**src/rtl/imem_loader_if.sv**
```systemverilog
// Stream-in / imem-write bus between the boot source, the loader and instruction memory.
// master: the byte source and memory side; slave: the loader.
interface imem_loader_if #(
    parameter int ADDR_W = 8
);
    logic [7:0]        rx_data;
    logic              rx_valid;
    logic              rx_ready;
    logic              imem_we;
    logic [ADDR_W-1:0] imem_waddr;
    logic [31:0]       imem_wdata;

    modport master (
        output rx_data, rx_valid,
        input  rx_ready, imem_we, imem_waddr, imem_wdata
    );

    modport slave (
        input  rx_data, rx_valid,
        output rx_ready, imem_we, imem_waddr, imem_wdata
    );
endinterface

```
**src/rtl/imem_loader.sv**
```systemverilog
// Boot-time loader: assembles a little-endian byte stream into 32-bit words and writes imem.
// Define IMEM_LOADER_CHKSUM_EN to require a trailing XOR checksum byte after the last word.
module imem_loader #(
    parameter int MAX_WORDS = 64,
    parameter int ADDR_W    = 8
) (
    input  logic         clk,
    input  logic         reset,
    input  logic         start,
    input  logic [7:0]   word_count,
    imem_loader_if.slave bus,
    output logic         core_hold,
    output logic         busy,
    output logic         done,
    output logic         err
);
    localparam logic [7:0]        MAX_WC = 8'(MAX_WORDS);
    localparam logic [ADDR_W-1:0] WSTEP  = ADDR_W'(4);

    typedef enum logic [2:0] {
        S_IDLE,
        S_RECV,
        S_WRITE,
        S_DONE
`ifdef IMEM_LOADER_CHKSUM_EN
        , S_CHK
`endif
    } state_t;

    state_t            state_q, state_d;
    logic [1:0]        byte_cnt_q, byte_cnt_d;
    logic [7:0]        word_cnt_q, word_cnt_d;
    logic [7:0]        wc_q, wc_d;
    logic [23:0]       asm_q, asm_d;
    logic [ADDR_W-1:0] waddr_q, waddr_d;
    logic [31:0]       wdata_q, wdata_d;
    logic              rx_ready_q, rx_ready_d;
    logic              we_q, we_d;
    logic              hold_q, hold_d;
    logic              busy_q, busy_d;
    logic              done_q, done_d;
    logic              err_q, err_d;
`ifdef IMEM_LOADER_CHKSUM_EN
    logic [7:0]        csum_q, csum_d;
`endif
    logic              accept;

    assign accept = bus.rx_valid && rx_ready_q;

    always_comb begin
        state_d    = state_q;
        byte_cnt_d = byte_cnt_q;
        word_cnt_d = word_cnt_q;
        wc_d       = wc_q;
        asm_d      = asm_q;
        waddr_d    = waddr_q;
        wdata_d    = wdata_q;
        rx_ready_d = rx_ready_q;
        we_d       = 1'b0;
        hold_d     = hold_q;
        busy_d     = busy_q;
        done_d     = done_q;
        err_d      = err_q;
`ifdef IMEM_LOADER_CHKSUM_EN
        csum_d     = csum_q;
`endif
        case (state_q)
            S_IDLE, S_DONE: begin
                if (start) begin
                    if (word_count == 8'd0) begin
`ifdef IMEM_LOADER_CHKSUM_EN
                        // An empty load still carries its (zero) checksum byte
                        state_d    = S_CHK;
                        csum_d     = 8'h00;
                        rx_ready_d = 1'b1;
                        busy_d     = 1'b1;
                        hold_d     = 1'b1;
                        done_d     = 1'b0;
                        err_d      = 1'b0;
`else
                        state_d = S_DONE;
                        done_d  = 1'b1;
                        err_d   = 1'b0;
                        hold_d  = 1'b0;
`endif
                    end else if (word_count > MAX_WC) begin
                        state_d = S_IDLE;
                        err_d   = 1'b1;
                        done_d  = 1'b0;
                        hold_d  = 1'b1;
                    end else begin
                        state_d    = S_RECV;
                        wc_d       = word_count;
                        waddr_d    = '0;
                        byte_cnt_d = 2'd0;
                        word_cnt_d = 8'd0;
                        asm_d      = '0;
                        rx_ready_d = 1'b1;
                        busy_d     = 1'b1;
                        hold_d     = 1'b1;
                        done_d     = 1'b0;
                        err_d      = 1'b0;
`ifdef IMEM_LOADER_CHKSUM_EN
                        csum_d     = 8'h00;
`endif
                    end
                end
            end
            S_RECV: begin
                if (accept) begin
                    byte_cnt_d = byte_cnt_q + 2'd1;
`ifdef IMEM_LOADER_CHKSUM_EN
                    csum_d     = csum_q ^ bus.rx_data;
`endif
                    case (byte_cnt_q)
                        2'd0: asm_d[7:0]   = bus.rx_data;
                        2'd1: asm_d[15:8]  = bus.rx_data;
                        2'd2: asm_d[23:16] = bus.rx_data;
                        default: begin
                            // Output data only changes here, so it holds outside WRITE
                            wdata_d    = {bus.rx_data, asm_q};
                            we_d       = 1'b1;
                            rx_ready_d = 1'b0;
                            state_d    = S_WRITE;
                        end
                    endcase
                end
            end
            S_WRITE: begin
                word_cnt_d = word_cnt_q + 8'd1;
                if (word_cnt_d == wc_q) begin
`ifdef IMEM_LOADER_CHKSUM_EN
                    state_d    = S_CHK;
                    rx_ready_d = 1'b1;
`else
                    state_d = S_DONE;
                    busy_d  = 1'b0;
                    done_d  = 1'b1;
                    hold_d  = 1'b0;
`endif
                end else begin
                    // Address only advances when another word follows, leaving the last one visible
                    waddr_d    = waddr_q + WSTEP;
                    rx_ready_d = 1'b1;
                    state_d    = S_RECV;
                end
            end
`ifdef IMEM_LOADER_CHKSUM_EN
            S_CHK: begin
                if (accept) begin
                    rx_ready_d = 1'b0;
                    busy_d     = 1'b0;
                    if (bus.rx_data == csum_q) begin
                        state_d = S_DONE;
                        done_d  = 1'b1;
                        hold_d  = 1'b0;
                    end else begin
                        state_d = S_IDLE;
                        err_d   = 1'b1;
                        hold_d  = 1'b1;
                    end
                end
            end
`endif
            default: state_d = S_IDLE;
        endcase
    end

    always_ff @(posedge clk or negedge reset) begin
        if (!reset) begin
            state_q    <= S_IDLE;
            byte_cnt_q <= 2'd0;
            word_cnt_q <= 8'd0;
            wc_q       <= 8'd0;
            asm_q      <= '0;
            waddr_q    <= '0;
            wdata_q    <= '0;
            rx_ready_q <= 1'b0;
            we_q       <= 1'b0;
            hold_q     <= 1'b1;
            busy_q     <= 1'b0;
            done_q     <= 1'b0;
            err_q      <= 1'b0;
`ifdef IMEM_LOADER_CHKSUM_EN
            csum_q     <= 8'h00;
`endif
        end else begin
            state_q    <= state_d;
            byte_cnt_q <= byte_cnt_d;
            word_cnt_q <= word_cnt_d;
            wc_q       <= wc_d;
            asm_q      <= asm_d;
            waddr_q    <= waddr_d;
            wdata_q    <= wdata_d;
            rx_ready_q <= rx_ready_d;
            we_q       <= we_d;
            hold_q     <= hold_d;
            busy_q     <= busy_d;
            done_q     <= done_d;
            err_q      <= err_d;
`ifdef IMEM_LOADER_CHKSUM_EN
            csum_q     <= csum_d;
`endif
        end
    end

    assign bus.rx_ready   = rx_ready_q;
    assign bus.imem_we    = we_q;
    assign bus.imem_waddr = waddr_q;
    assign bus.imem_wdata = wdata_q;
    assign core_hold      = hold_q;
    assign busy           = busy_q;
    assign done           = done_q;
    assign err            = err_q;
endmodule
```
**src/flat_wrapper.sv**
```systemverilog
// flat-port wrapper written by rule: the top's interface ports become plain ports
module imem_loader_flat 
#(
    parameter int MAX_WORDS = 64,
    parameter int ADDR_W    = 8
)
  (clk, reset, start, word_count, core_hold, busy, done, err, bus_rx_data, bus_rx_valid, bus_rx_ready, bus_imem_we, bus_imem_waddr, bus_imem_wdata);
  imem_loader_if #(.ADDR_W(ADDR_W)) bus_i ();
  input  logic clk;
  input  logic reset;
  input  logic start;
  input  logic [7:0] word_count;
  output logic core_hold;
  output logic busy;
  output logic done;
  output logic err;
  input wire logic [$bits(bus_i.rx_data)-1:0] bus_rx_data;
  input wire logic [$bits(bus_i.rx_valid)-1:0] bus_rx_valid;
  output wire logic [$bits(bus_i.rx_ready)-1:0] bus_rx_ready;
  output wire logic [$bits(bus_i.imem_we)-1:0] bus_imem_we;
  output wire logic [$bits(bus_i.imem_waddr)-1:0] bus_imem_waddr;
  output wire logic [$bits(bus_i.imem_wdata)-1:0] bus_imem_wdata;
  assign bus_i.rx_data = bus_rx_data;
  assign bus_i.rx_valid = bus_rx_valid;
  assign bus_rx_ready = bus_i.rx_ready;
  assign bus_imem_we = bus_i.imem_we;
  assign bus_imem_waddr = bus_i.imem_waddr;
  assign bus_imem_wdata = bus_i.imem_wdata;
  imem_loader #(.MAX_WORDS(MAX_WORDS), .ADDR_W(ADDR_W)) u_core (.clk(clk), .reset(reset), .start(start), .word_count(word_count), .bus(bus_i), .core_hold(core_hold), .busy(busy), .done(done), .err(err));
endmodule
```
**config.mk**
```make
export PLATFORM = sky130hd
export DESIGN_NAME = imem_loader_flat
export DESIGN_NICKNAME = d
export VERILOG_FILES = /design/src/rtl/imem_loader_if.sv /design/src/rtl/imem_loader.sv /design/src/flat_wrapper.sv
export SDC_FILE = /design/constraint.sdc
export NUM_CORES = 1
export LEC_CHECK = 0
export CORE_MARGIN = 2
export CORE_UTILIZATION = 55
export CTS_BUF_LIST = sky130_fd_sc_hd__clkbuf_4 sky130_fd_sc_hd__clkbuf_8
export DETAILED_ROUTE_END_ITERATION = 8
export GPL_TIMING_DRIVEN = 0
export PLACE_DENSITY_LB_ADDON = 0.12
export SYNTH_ARGS = -nofsm -noshare
export SYNTH_HDL_FRONTEND = slang
export SYNTH_SLANG_ARGS = --single-unit
```
**constraint.sdc**
```tcl
create_clock -name clk -period 3.2 [get_ports clk]
set_clock_uncertainty 0.05 [all_clocks]
set_input_delay 0.64 -clock clk [delete_from_list [all_inputs] [get_ports clk]]
set_output_delay 0.64 -clock clk [all_outputs]
set_load 0.05 [all_outputs]
```
Word-level counts from Yosys, hierarchy flattened
Index checks and enable logic that the tools add are counted.

operators by class
  add/sub/neg operators = 3
  multiply operators = 0
  divide/modulo/power cells = 0
  order comparisons = 1
  eq/ne operators = 16
  shift-type cells = 0
  muxes and demuxes = 47
  bitwise logic cells = 3
  reduce and logical (&&, ||, !) cells = 22

operators with widths
  operator                                                               count
  24-bit 2-to-1 mux                                                      4
  8-bit 2-to-1 mux                                                       7
  24-bit case mux with 2 select lines                                    1
  8-bit case mux with 2 select lines                                     2
  1-bit 2-to-1 mux                                                       18
  6-bit AND reduction                                                    3
  5-bit AND reduction                                                    3
  2-bit != test, second input constant                                   7
  3-bit 2-to-1 mux                                                       4
  2-bit 2-to-1 mux                                                       5
  3-bit case mux with 3 select lines                                     1
  3-bit AND reduction                                                    3
  8-bit by 1-bit adder with 8-bit output, second input constant          1
  8-bit by 3-bit adder with 8-bit output, second input constant          1
  8-bit equality test                                                    1
  8-bit by 7-bit > comparator with 1-bit output, second input constant   1
  8-bit zero test                                                        1
  4-bit AND reduction                                                    2
  7-bit AND reduction                                                    1
  3-bit by 2-bit equality test with 1-bit output, second input constant  2
  2-bit by 1-bit != test with 1-bit output, second input constant        3
  1-bit case mux with 2 select lines                                     3
  2-bit case mux with 2 select lines                                     1
  2-bit nonzero test                                                     2
  other kinds (13)                                                       15

word-level totals
  bits in registers = 91
  latch bits = 0
  RAM bits = 0
  ROM bits = 0
  input bits = 20
  output and inout bits = 46
  word-level logic and storage cells = 107
  memories kept = 0

Longest topological paths before layout
  depth after elaboration = 5
  depth in mapped cells = 8
  gate-level depth less buffers = 7

Worst setup path before layout
OpenSTA, ideal clock, no wires.

  path type = input -> register
  start = input word_count[1]
  end = register u_core.asm_q[10]
  setup time = 0.125 ns
  data arrival time = 2.510 ns
  required time = 3.025 ns
  slack = 0.515 ns
  stages on the path = 6
  path buffers = 0
  cells stage by stage = or4_4 -> or4_4 -> a41oi_2 -> a21oi_2 -> nand2_2 -> mux2_2

on the way
  cells in the longest elaborated chain, start to end = 3
  elaborated cells between the ends (all ways) = 5
  classes of those cells = order compare (1); eq/ne (2); reduce/logical (2)

RTL lines
  what                                                                              RTL line                              RTL
  start: declaration                                                                flat_wrapper.sv:12                    input logic [7:0] word_count;
  8-bit by 7-bit > comparator with 1-bit output or 8-bit zero test (tied branches)  imem_loader.sv:86, imem_loader.sv:70
  2-bit != test (no line)                                                           --
  6-bit AND reduction (no line) *                                                   --
  end signal: assignment                                                            imem_loader.sv:192                    asm_q <= asm_d;
  end: declaration                                                                  imem_loader.sv:34                     logic [23:0] asm_q, asm_d;

Mark *: on every way between the ends. The rest lies on a longest branch, timed or not.
A chain may end at the register's enable or synchronous reset.

Worst setup path after layout
  start = input word_count[1]
  end = register u_core.asm_q[22]

The elaborated chain is that of the path after synthesis.

==> out/qor.csv <==
metric;value;unit
status;completed;
Top Family by Delay on Critical Path;simple AND/OR/NAND/NOR gates;
1st-pass router iterations;5;
core area;7250;sq um
detailed placer's ending HPWL;6.02;mm
GRT overflow;0;
Post-synth EDFFs;0;
Clock transition at path regs;0.10;ns
total number of vias;2921;
clock share of power;0.156;
sequential power share;0.365;
setup TNS;0;ns
dpl ws;-0.267;ns
Seq/Total Area, Yosys;0.535;
CTS tree;built;
cell area after synthesis;4120;sq um
final WL;8.51;mm
deepest clock path buffer count;2;
largest net degree at the start of global routing;57;
Ports;66;
Max Clk Rate;322;MHz
Pwr Total;4.48;mW
Total GRT Usage;0.222;
TritonCTS Buffers;9;
num rows;31;
Slowest cell on crit path;or4_4;
Final Setup Violations;0;
Area Growth Syn to Fin;23.1;%
CP cell instances;clkdlybuf4s50_1 > or4_4 > or4_4 > a41oi_2 > a21oi_2 > nand2_2 > mux2_2;
PostCTS Resize Cnt;0;
Die Width;90.5;um
vias in the first global route;2916;
Synth Flop Type;dfrtp_1;
Hold Path Class;in -> async;
Int Pwr;2.56;mW
Crit path buffers/inverters;1;
Worst VDD drop;636;uV
Mapped Cells;342;
RSZ-0062 raised after global routing;no;
die area;8200;sq um
number of hold buffers added after CTS;0;
Async S/R FF share, synth;1.00;
setup bufs post-CTS;0;
final core utilization;0.699;
net switching power;1.92;mW
Initial Utilization;0.568;
final hold violations;0;
Routed Antenna Nets;0;
root buffer cell;clkbuf_8;
Port Buf Inserts;62;
clock sinks;88;
Logic pwr share;0.479;
CP Class;in -> reg;
Nets;446;
drt wl/cell;16.3;um
share of layout cells above drive strength 1;0.232;
worst path required time;3.39;ns
max-cap violations;0;
flop2flop setup slack;0.39;ns
DR vias/cell;5.61;
worst hold slack;0.162;ns
Pwr Density;884;nW/um^2
crit path DAT;3.30;ns
DRC;0;
number of diodes;0;
Synth Register Bits;88;
Cell variety after synth;56;
post-synthesis average cell area;12.0;sq um
max incr delay on CP;0.56;ns
GPL Wtd Cong;0.837;
period utilization;0.972;
Relative slew margins;0.527;
Max H-tree Level;3;
Max Transition Viols Final;0;
post-layout min period;3.11;ns
first-pass GRT wire length;14.5;mm
Crit Path Max Fanout;8;
Slew @ Worst Pin;0.709;ns
CP endpoint kind;flop;
1st-iter DRT viols;160;
Yosys warnings;0;
CP dominant cell by count;or4_4;
Worst Setup Start Kind;input pin;
switching portion of total power;0.428;
die height;90.5;um
Pleak;2.31;nW
clock latency at the later pin of the worst-skew pair;0.36;ns
fin worst setup slack;0.0908;ns
initial antenna violation count;0;
==> cells in the mapped netlist (2+ instances only) <==
cell type  count  share of area
nor3_1         6         0.0073
o31ai_1        4         0.0073
nand2_1       26          0.024
nand2_2        4         0.0061
a21oi_1       11          0.013
xor2_1         3         0.0064
a211o_1        2         0.0043
mux2i_1        2         0.0049
o2bb2ai_1      2         0.0043
nand2b_1       2         0.0030
mux2_1         2         0.0055
ha_1           9          0.027
nor2_1         7         0.0064
and4_1         2         0.0043
nand3_1       10          0.012
o211ai_1       3         0.0055
buf_2          2         0.0024
o22ai_1        2         0.0030
or4_1          2         0.0036
and2_1        13          0.020
or4_4          2         0.0055
clkbuf_1      13          0.012
mux2_2        62           0.17
a221o_1        2         0.0049
or3_1          4         0.0061
nor3b_1        2         0.0036
buf_4          2         0.0036
xnor2_1        4         0.0085
dfrtp_1       87           0.53
o21ai_0       11          0.013
a32o_1         2         0.0049
inv_1         12          0.011
o311ai_1       2         0.0043
==> cell type report <==
type	count	area, sq um
Sequential cell	88	2200
Fill cell	563	2180
Tap cell	99	124
Inverter	12	45.0
Multi-Input combinational cell	225	1790
Clock inverter	7	53.8
Clock buffer	9	124
Timing Repair Buffer	63	646
Buffer	18	85.1
==> state kept, by name, summed over array words and instances, names as in the netlist <==
signal and flops:
u_core.state_q 2, u_core.byte_cnt_q 2, u_core.bus.imem_wdata 32, u_core.busy 1
u_core.core_hold 1, u_core.done 1, u_core.asm_q 24, u_core.bus.rx_ready 1
u_core.word_cnt_q 8, u_core.bus.imem_we 1, u_core.bus.imem_waddr 6, u_core.err 1
u_core.wc_q 8
==> power groups by stage <==
stage	Sequential [mW]	Clock [mW]	Combinational, mW
5_1_grt	1.68	0.755	2.30
4_1_cts	1.63	0.709	2.16
3_5_place_dp	1.66	0	2.15
6_report	1.63	0.700	2.15
2_1_floorplan	2.06	0	1.09
3_3_place_gp	1.64	0	2.10
==> logic make-up after synthesis <==
kind of cell | after synthesis | share of synthesized area
xor gates and xnor gates | 7 | 0.0149
buffers and inverters | 30 | 0.0316
DFF | 88 | 0.535
other | 1 | 0.000910
muxes | 66 | 0.180
AOI/OAI and AO/OA | 55 | 0.0990
adders and majority gates | 9 | 0.0273
and+or+nand+nor | 86 | 0.111
==> layout by cell type (no fill, tap or decap), types with 3 or more instances in the layout <==
cell type / count
ha_1: 9
clkinv_4: 3
o31ai_1: 4
mux2_2: 62
buf_4: 3
a21oi_1: 11
nand2_2: 4
nand2_1: 26
dfrtp_1: 87
o211ai_1: 3
xor2_1: 3
xnor2_1: 4
nor2_1: 7
nand3_1: 10
or3_1: 4
clkbuf_1: 13
o21ai_0: 11
and2_1: 13
nor3_1: 6
inv_1: 12
clkdlybuf4s50_1: 61
clkbuf_8: 9
==> routing by layer <==
layer / wire, um / track usage / vias up
met3: 344 / 0.0392 / 10
met5: 0 / 0 / -
met1: 4040 / 0.305 / 1454
li1: - / - / 1384
met2: 4020 / 0.356 / 73
met4: 102 / 0.0808 / 0
==> path summary, 6_finish.rpt <==
| check | from | endpoint | cells after the start |
|---|---|---|---|
| setup / recovery | word_count[1] | u_core.asm_q[22] | 7 |
| hold / removal | reset | u_core.bus.imem_wdata[29] | 1 |
| setup reg to reg | u_core.word_cnt_q[0] | u_core.core_hold | 8 |
| hold reg to reg | u_core.asm_q[15] | u_core.asm_q[15] | 1 |
| max in group asynchronous | reset | u_core.core_hold | 2 |
| min in group clk | u_core.asm_q[15] | u_core.asm_q[15] | 1 |
==> metrics by stage <==
stage | area (sq um) | instances
6_report | 5070 | 521
5_1_grt | 5070 | 521
4_1_cts | 5070 | 521
3_5_place_dp | 4890 | 505
3_3_place_gp | 4870 | 504
2_1_floorplan | 4120 | 343
==> worst reg2reg max path, delay by kind of cell (launching register included) <==
kind	cells	cell delay (ns)
buffers and inverters	1	0.33
AO/OA/AOI/OAI	3	1.14
AND/OR/NAND/NOR	3	0.54
adder cells (fa/ha/maj)	1	0.27
flip-flops	1	0.45
Note: power is estimated with default switching activity, not from simulation.
==> variant 1: new RTL, same flow settings <==
`MAX_WORDS` is set to 64 in 2 places; all go to 48.
--- a/src/rtl/imem_loader.sv
+++ b/src/rtl/imem_loader.sv
@@ -3,3 +3,3 @@
 module imem_loader #(
-    parameter int MAX_WORDS = 64,
+    parameter int MAX_WORDS = 48,
     parameter int ADDR_W    = 8
--- a/src/flat_wrapper.sv
+++ b/src/flat_wrapper.sv
@@ -3,3 +3,3 @@
 #(
-    parameter int MAX_WORDS = 64,
+    parameter int MAX_WORDS = 48,
     parameter int ADDR_W    = 8
Check against the original RTL: not equivalent (Yosys sat finds a counterexample within 4 cycles, from zero or initial values and one cycle with reset low).
==> variant 1 against the original RTL <==
Synthesized area up 2.3%; cell area rose by 2.0%; first-iteration DRC count grew 5.0%; wire length is 2.5% higher; sequential cell count stayed put; final cell count rose by 2.1%; clock power grew 2%; total power is 15% lower; combinational power fell by 27%; core utilization rose by 0.63 points; count of clock-buffer cells in the layout is 1 higher; worst setup slack improved by 91 ps.
==> variant 1: results (changes against the original RTL) <==
\begin{tabular}{lr}
\hline
Metric & Value \\
\hline
\multicolumn{2}{l}{\textbf{Route}} \\
Drt initial violations & 168 (was 160) \\
Router iterations before antenna repair & 4 (was 5) \\
Detail Route met2 WL & 4130 um (was 4020 um) \\
Length of routed met3 wiring & 360 um (was 344 um) \\
Average wire per cell in the routed design & 16.4 um (was 16.3 um) \\
Wire length on met1 & 4140 um (was 4040 um) \\
\multicolumn{2}{l}{\textbf{Layout}} \\
Signal inverters & 11 (was 12) \\
Fillcell total & 537 (was 563) \\
Non-clk bufs & 83 (was 81) \\
Proportion of final cell area spent on non-clock buffers & 14.4\% (about the same) \\
\#MultiIn Comb & 235 (was 225) \\
Clock tree buffer count of the final layout & 10 (was 9) \\
ClkCell Share & 3.51\% (was 3.50\%) \\
Post-layout nets & 456 (was 446) \\
Multi-input gate area in the final layout & 0.00188 mm2 (was 0.00179 mm2) \\
\multicolumn{2}{l}{\textbf{Yosys}} \\
Adder-cell area share of the yosys netlist & 2.37\% (was 2.73\%) \\
Mux contribution to synthesized area & 17.6\% (was 18.0\%) \\
Most area-consuming cells after synthesis & dfrtp\_1 (52\%), mux2\_2 (15\%), ha\_1 (2.4\%) (was dfrtp\_1 (53\%), mux2\_2 (17\%), ha\_1 (2.7\%)) \\
Portion of the post-synthesis area used by sequential elements & 52.3\% (was 53.5\%) \\
Number of distinct library cells after synthesis & 60 (was 56) \\
\multicolumn{2}{l}{\textbf{Outcome}} \\
Outcome & completed (unchanged) \\
\multicolumn{2}{l}{\textbf{Placement}} \\
GP Congestion & 0.831 (was 0.837) \\
Post-DP HPWL & 6230 um (was 6020 um) \\
Instance area after placement & 0.00499 mm2 (was 0.00489 mm2) \\
\multicolumn{2}{l}{\textbf{Critical path}} \\
Termination of the worst setup path & u\_core.word\_cnt\_q[6] (was u\_core.asm\_q[22]) \\
R2R depth & 7 (was 8) \\
Data arrival time of the critical path & 3220 ps (was 3300 ps) \\
Crit Path Max Fanout & 6 (was 8) \\
\multicolumn{2}{l}{\textbf{Die}} \\
Starting utilization of the core area & 57.5\% (was 56.8\%) \\
\multicolumn{2}{l}{\textbf{Power}} \\
Peak supply drop & 0.572 mV (was 0.636 mV) \\
Share of total power in combinational logic & 41.5\% (was 47.9\%) \\
Power in sequential cells & 0.00151 W (was 0.00163 W) \\
Share of total power consumed by net switching & 40.1\% (was 42.8\%) \\
Leak Pwr & 2.37 nW (was 2.31 nW) \\
\multicolumn{2}{l}{\textbf{Global routing}} \\
Total global-route track usage & 22.2\% (about the same) \\
Met1 usage & 31.7\% (was 30.5\%) \\
Largest net degree at the start of global routing & 49 (was 57) \\
Met2 Usage GRT & 34.5\% (was 35.6\%) \\
\multicolumn{2}{l}{\textbf{STA}} \\
Relative slew slack & 45.9\% (was 52.7\%) \\
\hline
\end{tabular}
variant 1: changes by cell type after synthesis, moves of 3 or more:
cell and change:
nor2_1 +9, nor2b_1 +6, mux2_1 +5, mux2_2 -5, nand2_2 -4, a21oi_1 -3
a31oi_1 +3, nand2_4 +3, o21ai_0 +3, o311ai_0 +3
variant 1: metrics by stage:
| stage | power, W | setup slack [ps] | hold slack, ps | cells | setup TNS (ps) |
|---|---|---|---|---|---|
| global route | 0.00404 | 18.4 | 234 | 532 | 0 |
| finish | 0.00380 | 181 | 210 | 532 | 0 |
| floorplan | 0.00264 | 463 | 294 | 354 | 0 |
| CTS | 0.00383 | 192 | 222 | 532 | 0 |
| detailed placement | 0.00311 | -168 | 432 | 516 | -3310 |
| global placement | 0.00305 | -1740 | 422 | 515 | -154640 |
variant 1: critical path: cells and delay by family:
family | cells | cell delay [ps]
buffers and inverters | 1 | 420
AOI/OAI and AO/OA | 3 | 940
and+or+nand+nor | 3 | 1220
==> variant 2: new RTL, same settings <==
Without the edit above. Encoding of `state_t`: now one-hot (4 bits for 4 states).
--- a/src/rtl/imem_loader.sv
+++ b/src/rtl/imem_loader.sv
@@ -19,7 +19,7 @@
 
-    typedef enum logic [2:0] {
-        S_IDLE,
-        S_RECV,
-        S_WRITE,
-        S_DONE
+    typedef enum logic [3:0] {
+        S_IDLE  = 4'b0001,
+        S_RECV  = 4'b0010,
+        S_WRITE = 4'b0100,
+        S_DONE  = 4'b1000
 `ifdef IMEM_LOADER_CHKSUM_EN
Check against the original RTL: same outputs for any inputs over 4 cycles, from zero or initial values and one cycle with reset low; so few cycles prove little.
==> variant 2 against the original RTL <==
Global-route usage hardly changed; sequential cell count is 2 higher; worst setup slack better by 510 ps; synthesized area is 1.6% lower; cell area is 0.37% lower; wire length hardly changed; die area is 1.5% lower.
Power is not compared: it rests on default switching activity, and its combinational part moved more than twofold at a synthesized area within 25%.
==> variant 2: results (changes against the original RTL) <==
\begin{tabular}{lr}
\hline
Metric & Value \\
\hline
\multicolumn{2}{l}{\textbf{Outcome}} \\
Outcome & completed (unchanged) \\
\multicolumn{2}{l}{\textbf{Route}} \\
Router iterations before antenna repair & 4 (was 5) \\
Drt initial violations & 129 (was 160) \\
Routed Wire Length & 8510 um (about the same) \\
Per-cell via count in the routed design & 5.64 (was 5.61) \\
\multicolumn{2}{l}{\textbf{Critical path}} \\
Data arrival time of the critical path & 2780 ps (was 3300 ps) \\
\multicolumn{2}{l}{\textbf{Placement}} \\
Input/output buffers & 63 (was 62) \\
Post-DP HPWL & 6040 um (was 6020 um) \\
GP Congestion & 0.831 (was 0.837) \\
Instance area after placement & 0.00484 mm2 (was 0.00489 mm2) \\
\multicolumn{2}{l}{\textbf{Clock network}} \\
Clock slew at reported path FFs & 100 ps (about the same) \\
Cts bufs inserted & 9 (unchanged) \\
Gates resized, CTS repair & 0 (unchanged) \\
Max Buffers Root-to-Sink & 2 (unchanged) \\
Clock latency at the later pin of the worst-skew pair & 340 ps (was 360 ps) \\
CTS HTree Levels & 3 (unchanged) \\
Root buffer cell & clkbuf\_8 (unchanged) \\
\multicolumn{2}{l}{\textbf{Yosys}} \\
Compound-gate portion of the synthesized area & 12.8\% (was 9.90\%) \\
Portion of the post-synthesis area used by sequential elements & 55.6\% (was 53.5\%) \\
XOR/XNOR Fraction of Synth Area & 2.59\% (was 1.49\%) \\
Adder-cell area share of the yosys netlist & 1.85\% (was 2.73\%) \\
Number of distinct library cells after synthesis & 54 (was 56) \\
Number of warnings issued by yosys & 0 (unchanged) \\
Most area-consuming cells after synthesis & dfrtp\_1 (54\%), mux2\_2 (8.9\%), a22o\_1 (5.2\%) (was dfrtp\_1 (53\%), mux2\_2 (17\%), ha\_1 (2.7\%)) \\
Mux contribution to synthesized area & 9.14\% (was 18.0\%) \\
Top post-synthesis cells by count & dfrtp\_1 (88), nand2\_1 (40), mux2\_2 (32) (was dfrtp\_1 (87), mux2\_2 (62), nand2\_1 (26)) \\
\multicolumn{2}{l}{\textbf{Layout}} \\
Post-layout nets & 449 (was 446) \\
Fillcell total & 549 (was 563) \\
Share of post-route cells with drive strength above 1 & 18.9\% (was 23.2\%) \\
Max FFs per register & 32 (unchanged) \\
\multicolumn{2}{l}{\textbf{Global routing}} \\
Largest net degree at the start of global routing & 59 (was 57) \\
Total global-route track usage & 22.3\% (was 22.2\%) \\
Global-route wire length before repair & 14,400 um (was 14,500 um) \\
Via count of the first global-routing pass & 2,866 (was 2,916) \\
\multicolumn{2}{l}{\textbf{STA}} \\
Relative slew slack & 55.7\% (was 52.7\%) \\
\multicolumn{2}{l}{\textbf{Worst hold path}} \\
Path category of the worst min-delay check & primary input to asynchronous set/reset pin (unchanged) \\
\hline
\end{tabular}
variant 2: changes by cell type after synthesis, sizes merged, moves of 7 or more:
cell / before / now
inv: 12 / 5
nor2: 7 / 14
clkbuf: 13 / 4
nand2: 30 / 40
mux2: 64 / 32
nand3: 10 / 21
a22o: 0 / 24
buf: 5 / 15
variant 2: metal layers:
metal	track usage [%]	routed length, um	vias to the layer above
met4	7.31	78	0
li1	-	-	1386
met1	33.2	3970	1493
met3	3.44	433	8
met2	33.8	4030	84
met5	0	0	-
variant 2: final timing paths:
path	slack, ps	from	depth (start not counted)	endpoint
worst min-delay path	180	reset	1	u_core.wc_q[2]
worst max register to register	820	u_core.word_cnt_q[0]	7	u_core.bus.imem_waddr[4]
max in group asynchronous	2290	reset	2	u_core.asm_q[3]
worst max-delay path	600	word_count[2]	7	u_core.asm_q[21]
min in group clk	450	u_core.asm_q[18]	1	u_core.asm_q[18]
worst min register to register	450	u_core.asm_q[18]	1	u_core.asm_q[18]
variant 2: worst max-delay path, cell delays in order:
cell and delay [ps]:
clkdlybuf4s50_1 450, nor4_2 430, nand3_1 160, and2_1 200, a22oi_2 310, o21ai_1 320, a22o_1 270
variant 2: layout make-up:
type	instances	area, um2	area share, %
Buffer	19	106	2.11
Clock buffer	9	124	2.45
Clock inverter	7	90.1	1.78
Inverter	5	18.8	0.372
Multi-Input combinational cell	234	1680	33.2
Sequential cell	90	2250	44.6
Tap cell	99	124	2.45
Timing Repair Buffer	64	656	13.0
variant 2: cell families (layout without fill, tap and decap cells):
kind of cell,count (synthesis),in the layout
simple gates,112,112
flops,90,90
compound gates,69,69
mux,33,33
buf+inv,24,104
xor+xnor,12,12
fa+ha+maj,6,6
other cells,1,2
variant 2: metrics by stage:
step           hold WS [ps]  setup WS [ps]  total power, W  utilization, %  instances
5_1_grt                 206            398         0.00352            70.4        527
6_report                184            597         0.00333            70.4        527
4_1_cts                 185            614         0.00335            70.4        527
3_5_place_dp            428            252         0.00253            67.4        511
2_1_floorplan           294           1070         0.00221               -        348
3_3_place_gp            427          -1810         0.00249            67.1        510
variant 2: where the power goes:
group / internal (W) / total (W) / switching, W
Combinational: 0.000401 / 0.00105 / 0.000647
Clock: 0.000385 / 0.000823 / 0.000438
Sequential: 0.00132 / 0.00146 / 0.000140
Total: 0.00210 / 0.00333 / 0.00123
